<file path="config.mk">
export PLATFORM = sky130hd
export DESIGN_NAME = snake_track
export DESIGN_NICKNAME = d
export VERILOG_FILES = /design/src/rtl/snake_track.sv
export SDC_FILE = /design/constraint.sdc
export NUM_CORES = 2
export LEC_CHECK = 0
export CAP_MARGIN = 20
export CORE_ASPECT_RATIO = 0.7
export CORE_MARGIN = 2
export CORE_UTILIZATION = 50
export CTS_CLUSTER_SIZE = 30
export DETAILED_ROUTE_END_ITERATION = 6
export PLACE_DENSITY = 0.65
export SYNTH_ARGS = -nofsm -noshare
export SYNTH_HDL_FRONTEND = slang
export SYNTH_SLANG_ARGS = --single-unit
</file>
<file path="constraint.sdc">
create_clock -name VGA_clk -period 8.1 [get_ports VGA_clk]
set_input_delay 2.025 -clock VGA_clk [delete_from_list [all_inputs] [get_ports VGA_clk]]
set_output_delay 2.025 -clock VGA_clk [all_outputs]
set_load 0.1 [all_outputs]
</file>
<file path="src/rtl/snake_track.sv">
// snake_track: ring-buffered snake segment tracker with a move/self-collision FSM
// and registered scan-pixel head/body hit outputs.
module snake_track #(
  parameter int MAX_LEN = 32,
  parameter int SEG     = 5,
  parameter int STEP    = 5,
  parameter int X_MAX   = 640,
  parameter int Y_MAX   = 480,
  parameter int WRAP    = 0
) (
  input  logic                       VGA_clk,
  input  logic                       reset,
  input  logic                       start,
  input  logic                       update,
  input  logic [3:0]                 dir,
  input  logic                       grow,
  input  logic [9:0]                 xCount,
  input  logic [9:0]                 yCount,
  output logic                       snakeHead,
  output logic                       snakeBody,
  output logic [$clog2(MAX_LEN):0]   size,
  output logic                       dead,
  output logic                       busy
);
  localparam int PW = $clog2(MAX_LEN);
  localparam int SW = PW + 1;
  localparam logic [10:0] XM = 11'(X_MAX);
  localparam logic [10:0] YM = 11'(Y_MAX);
  localparam logic [10:0] ST = 11'(STEP);
  localparam logic [10:0] SG = 11'(SEG);
  localparam logic [9:0] ST10 = 10'(STEP);
  localparam logic [9:0] XW = 10'(X_MAX - STEP);
  localparam logic [9:0] YW = 10'(Y_MAX - STEP);
  localparam logic [SW-1:0] ML = SW'(MAX_LEN);

  typedef enum logic [1:0] {IDLE, RUN, CHECK, DEAD} state_t;

  state_t          r_st;
  logic [9:0]      r_x [MAX_LEN];
  logic [9:0]      r_y [MAX_LEN];
  logic [PW-1:0]   r_ptr;
  logic [PW-1:0]   r_k;
  logic [SW-1:0]   r_size;
  logic [3:0]      r_hd;
  logic [3:0]      r_nd;
  logic            r_gp;
  logic            r_up;
  logic            r_head;
  logic            r_body;

  logic [10:0]     w_hx, w_hy, w_xp, w_yp;
  logic [9:0]      w_xm, w_ym, w_nx, w_ny;
  logic [PW-1:0]   w_nptr, w_kp;
  logic [3:0]      w_cur;
  logic            w_live, w_move, w_wall, w_dir_ok, w_match, w_last;
  logic            w_head, w_body;
  logic [PW-1:0]   w_k [MAX_LEN];
  logic            w_in [MAX_LEN];

  assign w_hx = {1'b0, r_x[r_ptr]};
  assign w_hy = {1'b0, r_y[r_ptr]};
  assign w_xp = w_hx + ST;
  assign w_yp = w_hy + ST;
  assign w_xm = r_x[r_ptr] - ST10;
  assign w_ym = r_y[r_ptr] - ST10;
  assign w_nptr = r_ptr + 1'b1;
  assign w_live = (r_st == RUN) || (r_st == CHECK);
  assign w_move = (r_st == RUN) && (update || r_up) && (|r_nd);
  // heading bits {right,down,left,up}; reject the reverse of the heading in force after this edge
  assign w_cur = w_move ? r_nd : r_hd;
  assign w_dir_ok = $onehot(dir) && (dir != {w_cur[1], w_cur[0], w_cur[3], w_cur[2]});
  assign w_wall = (WRAP == 0) && ((r_nd[3] && (w_xp + SG > XM)) || (r_nd[1] && (w_hx < ST)) ||
                                  (r_nd[2] && (w_yp + SG > YM)) || (r_nd[0] && (w_hy < ST)));
  assign w_nx = r_nd[3] ? ((w_xp >= XM) ? 10'd0 : w_xp[9:0]) :
                r_nd[1] ? ((w_hx < ST) ? XW : w_xm) : r_x[r_ptr];
  assign w_ny = r_nd[2] ? ((w_yp >= YM) ? 10'd0 : w_yp[9:0]) :
                r_nd[0] ? ((w_hy < ST) ? YW : w_ym) : r_y[r_ptr];
  assign w_kp = r_ptr - r_k;
  assign w_match = (r_size > SW'(1)) && (r_x[r_ptr] == r_x[w_kp]) && (r_y[r_ptr] == r_y[w_kp]);
  assign w_last = ({1'b0, r_k} + 1'b1) >= r_size;

  for (genvar g = 0; g < MAX_LEN; g++) begin : g_seg
    assign w_k[g] = r_ptr - PW'(g);
    assign w_in[g] = ({1'b0, xCount} >= {1'b0, r_x[g]}) && ({1'b0, xCount} < {1'b0, r_x[g]} + SG) &&
                     ({1'b0, yCount} >= {1'b0, r_y[g]}) && ({1'b0, yCount} < {1'b0, r_y[g]} + SG);
  end

  always_comb begin
    w_head = 1'b0;
    w_body = 1'b0;
    for (int i = 0; i < MAX_LEN; i++) begin
      w_head = w_head | (w_in[i] && (w_k[i] == '0));
      w_body = w_body | (w_in[i] && (w_k[i] != '0) && ({1'b0, w_k[i]} < r_size));
    end
  end

  always_ff @(posedge VGA_clk or negedge reset) begin
    if (!reset) begin
      r_st   <= IDLE;
      r_ptr  <= '0;
      r_k    <= '0;
      r_size <= SW'(1);
      r_hd   <= '0;
      r_nd   <= '0;
      r_gp   <= 1'b0;
      r_up   <= 1'b0;
      for (int i = 0; i < MAX_LEN; i++) begin
        r_x[i] <= 10'd300;
        r_y[i] <= 10'd300;
      end
    end else if (!start) begin
      r_st   <= IDLE;
      r_ptr  <= '0;
      r_k    <= '0;
      r_size <= SW'(1);
      r_hd   <= '0;
      r_nd   <= '0;
      r_gp   <= 1'b0;
      r_up   <= 1'b0;
      r_x[0] <= 10'd300;
      r_y[0] <= 10'd300;
    end else begin
      if (w_live && w_dir_ok) r_nd <= dir;
      if (w_live && grow) r_gp <= 1'b1;
      case (r_st)
        IDLE: r_st <= RUN;
        RUN: begin
          if (update || r_up) r_up <= 1'b0;
          if (w_move) begin
            if (w_wall) r_st <= DEAD;
            else begin
              r_x[w_nptr] <= w_nx;
              r_y[w_nptr] <= w_ny;
              r_ptr  <= w_nptr;
              r_hd   <= r_nd;
              r_size <= r_size + SW'(r_gp && (r_size != ML));
              r_gp   <= grow;
              r_k    <= PW'(1);
              r_st   <= CHECK;
            end
          end
        end
        CHECK: begin
          if (update) r_up <= 1'b1;
          if (w_match) r_st <= DEAD;
          else if (w_last) r_st <= RUN;
          else r_k <= r_k + 1'b1;
        end
        default: ;
      endcase
    end
  end

  always_ff @(posedge VGA_clk or negedge reset) begin
    if (!reset) begin
      r_head <= 1'b0;
      r_body <= 1'b0;
    end else begin
      r_head <= w_head;
      r_body <= w_body;
    end
  end

  assign snakeHead = r_head;
  assign snakeBody = r_body;
  assign size = r_size;
  assign dead = (r_st == DEAD);
  assign busy = (r_st == CHECK);
endmodule

</file>
# Yosys cells after proc, flatten, opt, wreduce, memory -nomap -nowiden
# Index checks and enable logic that the tools add are counted.
[word_totals] ff_bits=670 inputBits=29 output_inout_bits=10 elab_cells=791
[op_classes] n_addsub=109 magnitude_cmp=172 n_eq_ne=21 muxes=68 n_bitwise=66 reduce_logical=281
[ops] op="$mux 320" count=6
[ops] op="$add 10x3->11 const B" count=66
[ops] op="$lt 10x11->1" count=64
[ops] op="$bwmux 320" count=2
[ops] op="$ge 10x10->1" count=64
[ops] op="$logic_and 1x1->1" count=205
[ops] op="$bmux 10 s5" count=4
[ops] op="$lt 5x6->1" count=32
[ops] op="$mux 10" count=19
[ops] op="$logic_not 5->1" count=32
[ops] op="$reduce_bool 5->1" count=32
[ops] op="$sub 5x5->5 const B" count=16
[ops] op="$or 1x1->1" count=62
[ops] op="$demux 10 s5" count=1
[ops] op="$mux 5" count=9
[ops] op="$sub 5x4->5 const B" count=8
[ops] op="$mux 4" count=7
[ops] op="$mux 6" count=4
[ops] op="$add 11x3->11 const B" count=2
[ops] op="$eq 10x10->1" count=2
[ops] op="$lt 10x3->1 const B" count=2
[ops] op="$sub 10x3->10 const B" count=2
[ops] op="$sub 5x3->5 const B" count=4
[ops] op="$ge 6x6->1 const B" count=3
[ops] op="40 further kinds" count=69

# Longest topological paths before layout
[logic_depth] word_depth=38 mapped_depth=30 depth_no_buf=18

# Worst setup path after synthesis
# Ideal clock, no wire load.
[synth_timing] kind="input-to-reg" from="in yCount[0]" to="reg r_body (netlist: snakeBody)" setup_time_ps=139 arrival_ps=6151 required_ps=7961 setup_slack_ps=1811 stages=16 path_buffers=0 cell_sequence="inv_1 > ha_1 > a21boi_0 > o21a_1 > o21a_1 > o21a_1 > o21a_1 > o21a_1 > o21a_1 > o211ai_1 > a22oi_1 > nand4b_1 > o2111ai_1 > a2111o_1 > or4_1 > or4_1"
[synth_via] elab_chain_cells=36 word_cells_on_any_way=223 cone_classes="order compare: 64; bitwise: 31; reduce/logical: 128"
[synth_rtl] item="start, declared" line="18" text="input logic [9:0] yCount,"
[synth_rtl] item="$ge 10x10->1" line="85" text="({1'b0, yCount} >= {1'b0, r_y[g]}) && ({1'b0, yCount} < {1'b0, r_y[g]} + SG);"
[synth_rtl] item="$logic_and 1x1->1" line="84" text="assign w_in[g] = ({1'b0, xCount} >= {1'b0, r_x[g]}) && ({1'b0, xCount} < {1'b0, r_x[g]} + SG) &&"
[synth_rtl] item="$logic_and 1x1->1" line="85"
[synth_rtl] item="$logic_and 1x1->1 (2 in series)" line="93" text="w_body = w_body | (w_in[i] && (w_k[i] != '0) && ({1'b0, w_k[i]} < r_size));"
[synth_rtl] item="$or 1x1->1 (30 in series)" line="93"
[synth_rtl] item="$or 1x1->1 *" line="93"
[synth_rtl] item="net w_body" line="56" text="logic w_head, w_body;"
[synth_rtl] item="end signal, assigned" line="160" text="r_body <= w_body;"
[synth_rtl] item="end, declared" line="49" text="logic r_body;"
# Mark *: on every way through the listed nets, which the timed path passes. The rest lies on a longest branch.
# A chain may end at the register's enable or synchronous reset.

# Worst setup path after layout
[layout_timing] from="reg r_ptr[0]" to="reg r_y[170] (netlist name)"
[layout_via] elab_chain_cells=13 word_cells_on_any_way=38 cone_classes="add/sub: 6; order compare: 7; mux: 13; bitwise: 3; reduce/logical: 9"
[layout_rtl] item="start, declared" line="41" text="logic [PW-1:0] r_ptr;"
[layout_rtl] item="start signal, assigned" line="134" text="r_ptr <= w_nptr;"
[layout_rtl] item="$not 5->6 (not written as such)"
[layout_rtl] item="$bmux 10 s5" line="60" text="assign w_hx = {1'b0, r_x[r_ptr]};"
[layout_rtl] item="$mux 10 (not written as such) (2 in series)" line="60"
[layout_rtl] item="$add 10x3->11" line="62" text="assign w_xp = w_hx + ST;"
[layout_rtl] item="$add 11x3->11" line="72" text="assign w_wall = (WRAP == 0) && ((r_nd[3] && (w_xp + SG > XM)) || (r_nd[1] && (w_hx < ST)) ||"
[layout_rtl] item="$gt 11x10->1" line="72"
[layout_rtl] item="$logic_and 1x1->1" line="72"
[layout_rtl] item="$logic_or 1x1->1 (2 in series)" line="72"
[layout_rtl] item="$logic_or 1x1->1" line="73" text="(r_nd[2] && (w_yp + SG > YM)) || (r_nd[0] && (w_hy < ST)));"
[layout_rtl] item="$not 1->1 (no source line)"
[layout_rtl] item="$reduce_and 4->1 (no source line)"
[layout_rtl] item="end signal, assigned by index" line="133" text="r_y[w_nptr] <= w_ny;"
[layout_rtl] item="end, declared" line="40" text="logic [9:0] r_y [MAX_LEN];"
# Parallel ways exist; a longest one is shown, timed or not. The select of a mux whose other input is x is not followed.

==> flow_metrics.env <==
export IMPL_status="completed"
export IMPL_dieArea_mm2=0.160
export IMPL_final_util=0.544
export IMPL_tightest_slew_ns=1.25
export IMPL_period_share=0.914
export IMPL_synth_ff_type="dfrtp_1"
export IMPL_worstPathRequired_ns=8.71
export IMPL_dp_hpwl_um=228000
export IMPL_first_iter_violations=8743
export IMPL_die_width_um=477
export IMPL_die_y_um=335
export IMPL_leakage_uw=0.0382
export IMPL_cts_hold_buf=0
export IMPL_tritoncts="yes"
export IMPL_drv_slew=0
export IMPL_numClockSinks=670
export IMPL_wl_per_cell_um=28.5
export IMPL_yosys_top_cells_area="ha_1 23%, dfrtp_1 13%, dfstp_2 8.6%"
export IMPL_grt_pass1_vias=65300
export IMPL_cp_start_kind="register"
export IMPL_vias_per_cell=6.52
export IMPL_clk_pin_slew_ns=0.07
export IMPL_cap_violations=0
export IMPL_synth_avg_cell_area_um2=9.38
export IMPL_rsz0062_at_grt="false"
export IMPL_grt_overflow=0
export IMPL_ys_seq_elements=670
export IMPL_worst_setup_path_type="reg -> reg"
export IMPL_holdCritPathClass="reg -> reg"
export IMPL_synth_nets=9817
export IMPL_powerDensity_mw_per_mm2=143
export IMPL_final_nets=9808
export IMPL_core_area_mm2=0.155
export IMPL_initial_utilization=0.503
export IMPL_vias=68300
export IMPL_grt_max_degree=151
export IMPL_yosysTopAreaCell="ha_1"
export IMPL_grt_pass1_wl_um=439000
export IMPL_irDropWorstVdd_mv=0.152
export IMPL_rows=121
export IMPL_synth_top_area_share=0.232
export IMPL_syn_area_mm2=0.0782
export IMPL_stdcell_area_mm2=0.0845
export IMPL_clockBufferDepth=3
export IMPL_clk_latency_ns=0.74
export IMPL_areaGrowthSynthToFinish_pct=8.09
export IMPL_ys_warn_count=0
export IMPL_clock_fmax_ghz=0.135
export IMPL_worst_path_max_fanout=35
export IMPL_synth_edf_count=0
export IMPL_slew_headroom=0.168
export IMPL_ys_seq_area_frac=0.219
export IMPL_cts_htree_levels=3
export IMPL_hold_viol_final=0
export IMPL_cts_buffers=81
export IMPL_min_period_ns=7.41
export IMPL_ys_async_sr_fraction=1.00
export IMPL_io_pins=39
export IMPL_placed_cell_area_mm2=0.0817
export IMPL_arrival_ns=8.01
export IMPL_grt_total_usage=0.368
export IMPL_post_cts_buffers=0
export IMPL_drive_gt1_frac=0.148
export IMPL_firstDrtPassIters=6
export IMPL_worst_clock_skew_ns=0.0314
export IMPL_cts_root_buffer="clkbuf_16"
export IMPL_yosysUniqueCellTypes=90
export IMPL_cts_resized=0
export IMPL_wirelength_um=299000
export IMPL_drtAntennaViolNets=0
export IMPL_endpoint_kind="register"
export IMPL_drc=0
export IMPL_final_setup_viol_count=0
export IMPL_setup_tns_ns=0
export IMPL_netlist_instances=8334
export IMPL_antenna_found_initial=21
export IMPL_port_buffers=38
export IMPL_gp_congestion=1.04
[sequential cells by signal, indices dropped and copies added (netlist names)]
signal and cells:
size 6, r_nd 4, r_x 320, r_st 2, r_ptr 5, snakeHead 1
r_hd 4, r_up 1, r_gp 1, snakeBody 1, r_y 320, r_k 5
[cell families (layout without fill, tap and decap cells)]
| group | Yosys count | after routing | share of synthesized area |
|---|---|---|---|
| XOR/XNOR | 605 | 605 | 0.0679 |
| multiplexers | 717 | 717 | 0.143 |
| AND/OR/NAND/NOR | 1569 | 1569 | 0.0977 |
| buffers and inverters | 1178 | 1236 | 0.0650 |
| other | 0 | 2 | 0 |
| adder cells (fa/ha/maj) | 1454 | 1454 | 0.233 |
| AO/OA/AOI/OAI | 2141 | 2141 | 0.175 |
| flip-flops | 670 | 670 | 0.219 |
[stage by stage]
stage	hold WS, ns	worst slack [ns]	total power, µW	instances
2_1_floorplan	0.486	1.81	6140	8334
3_5_place_dp	0.518	1.00	7940	10300
5_1_grt	0.548	0.609	12400	10500
6_report	0.531	0.694	12100	10500
3_3_place_gp	0.508	1.04	7890	10300
4_1_cts	0.530	0.950	12000	10500
[power by group]
group / total [µW] / internal (µW) / switching (µW)
Combinational: 4560 / 1810 / 2750
Clock: 4010 / 2310 / 1700
Sequential: 3500 / 3410 / 92.9
[path summary, 6_finish.rpt]
check	from	end	slack [ns]	cells after the start
setup / recovery	r_ptr[0]	r_y[170]	0.69	22
hold / removal	r_hd[2]	r_hd[2]	0.53	2
setup reg to reg	r_ptr[0]	r_y[170]	0.69	22
hold reg to reg	r_hd[2]	r_hd[2]	0.53	2
max in group asynchronous	reset	r_y[127]	5.16	3
min in group asynchronous	reset	r_y[190]	1.27	1
[final cells by class]
| class | instances | area, µm² |
|---|---|---|
| Sequential cell | 670 | 17100 |
| Multi-Input combinational cell | 6486 | 56300 |
| Fill cell | 14000 | 70800 |
| Inverter | 805 | 3020 |
| Clock buffer | 114 | 2300 |
| Timing Repair Buffer | 281 | 2640 |
| Antenna cell | 2 | 5.00 |
| Clock inverter | 36 | 490 |
| Tap cell | 2091 | 2620 |
[layer usage]
layer / share of wire / vias to the layer above / global-route usage
met1: 0.44 / 33700 / 0.531
met2: 0.39 / 3835 / 0.512
met3: 0.13 / 682 / 0.113
met4: 0.042 / 20 / 0.134
li1: - / 30100 / -
met5: 0.00042 / - / 0
[Yosys cell counts, types with 47 or more instances]
cell	instances
mux2i_1	221
xnor2_1	524
inv_1	804
nor2_1	467
mux2_4	129
nand3_1	197
a21boi_0	65
dfrtp_1	413
o21ai_0	397
ha_1	1452
a22oi_1	87
xor2_1	80
o2111ai_1	49
buf_2	53
mux4_2	258
nand2b_1	71
clkbuf_1	212
o22ai_1	65
nand4_1	51
o21ai_1	47
dfstp_2	257
nand2_1	351
nor2b_1	87
o21a_1	608
a21oi_1	577
a21o_1	52
mux2_2	104
nor3_1	178
[worst max-delay path: stages, from the launching register on]
cell and delay (ns):
dfrtp_4 0.89, buf_12 0.29, buf_12 0.27, buf_4 0.28, mux2i_1 0.09, a21oi_1 0.17
nand3_1 0.32, nand4_2 0.29, inv_1 0.18, ha_1 0.29, o2111ai_1 0.47, nor4_2 0.12
buf_4 0.20, a211oi_1 0.65, and4b_1 0.29, a32oi_1 0.11, a22oi_2 0.35, and4b_2 0.33
buf_4 0.28, nand4_2 0.65, buf_4 0.45, nor2_1 0.11, a21oi_1 0.06
[cells in the final DEF, fill, tap and decap left out, types with 52 or more instances in the layout]
cell / netlist / final
nor3_1: 178 / 178
xor2_1: 80 / 79
a22oi_1: 87 / 87
o21ai_0: 397 / 396
a21boi_0: 65 / 65
o21a_1: 608 / 608
mux2_2: 104 / 104
clkbuf_16: 0 / 82
nor2b_1: 87 / 85
o22ai_1: 65 / 58
mux4_2: 258 / 258
nand2b_1: 71 / 71
buf_4: 24 / 221
dfstp_2: 257 / 257
nor2_1: 467 / 465
xnor2_1: 524 / 522
a21o_1: 52 / 52
inv_1: 804 / 802
nand2_1: 351 / 350
a21oi_1: 577 / 577
dfrtp_1: 413 / 409
nand3_1: 197 / 197
mux2i_1: 221 / 221
ha_1: 1452 / 1451
mux2_4: 129 / 129
Power figures use the tool's default switching activity.
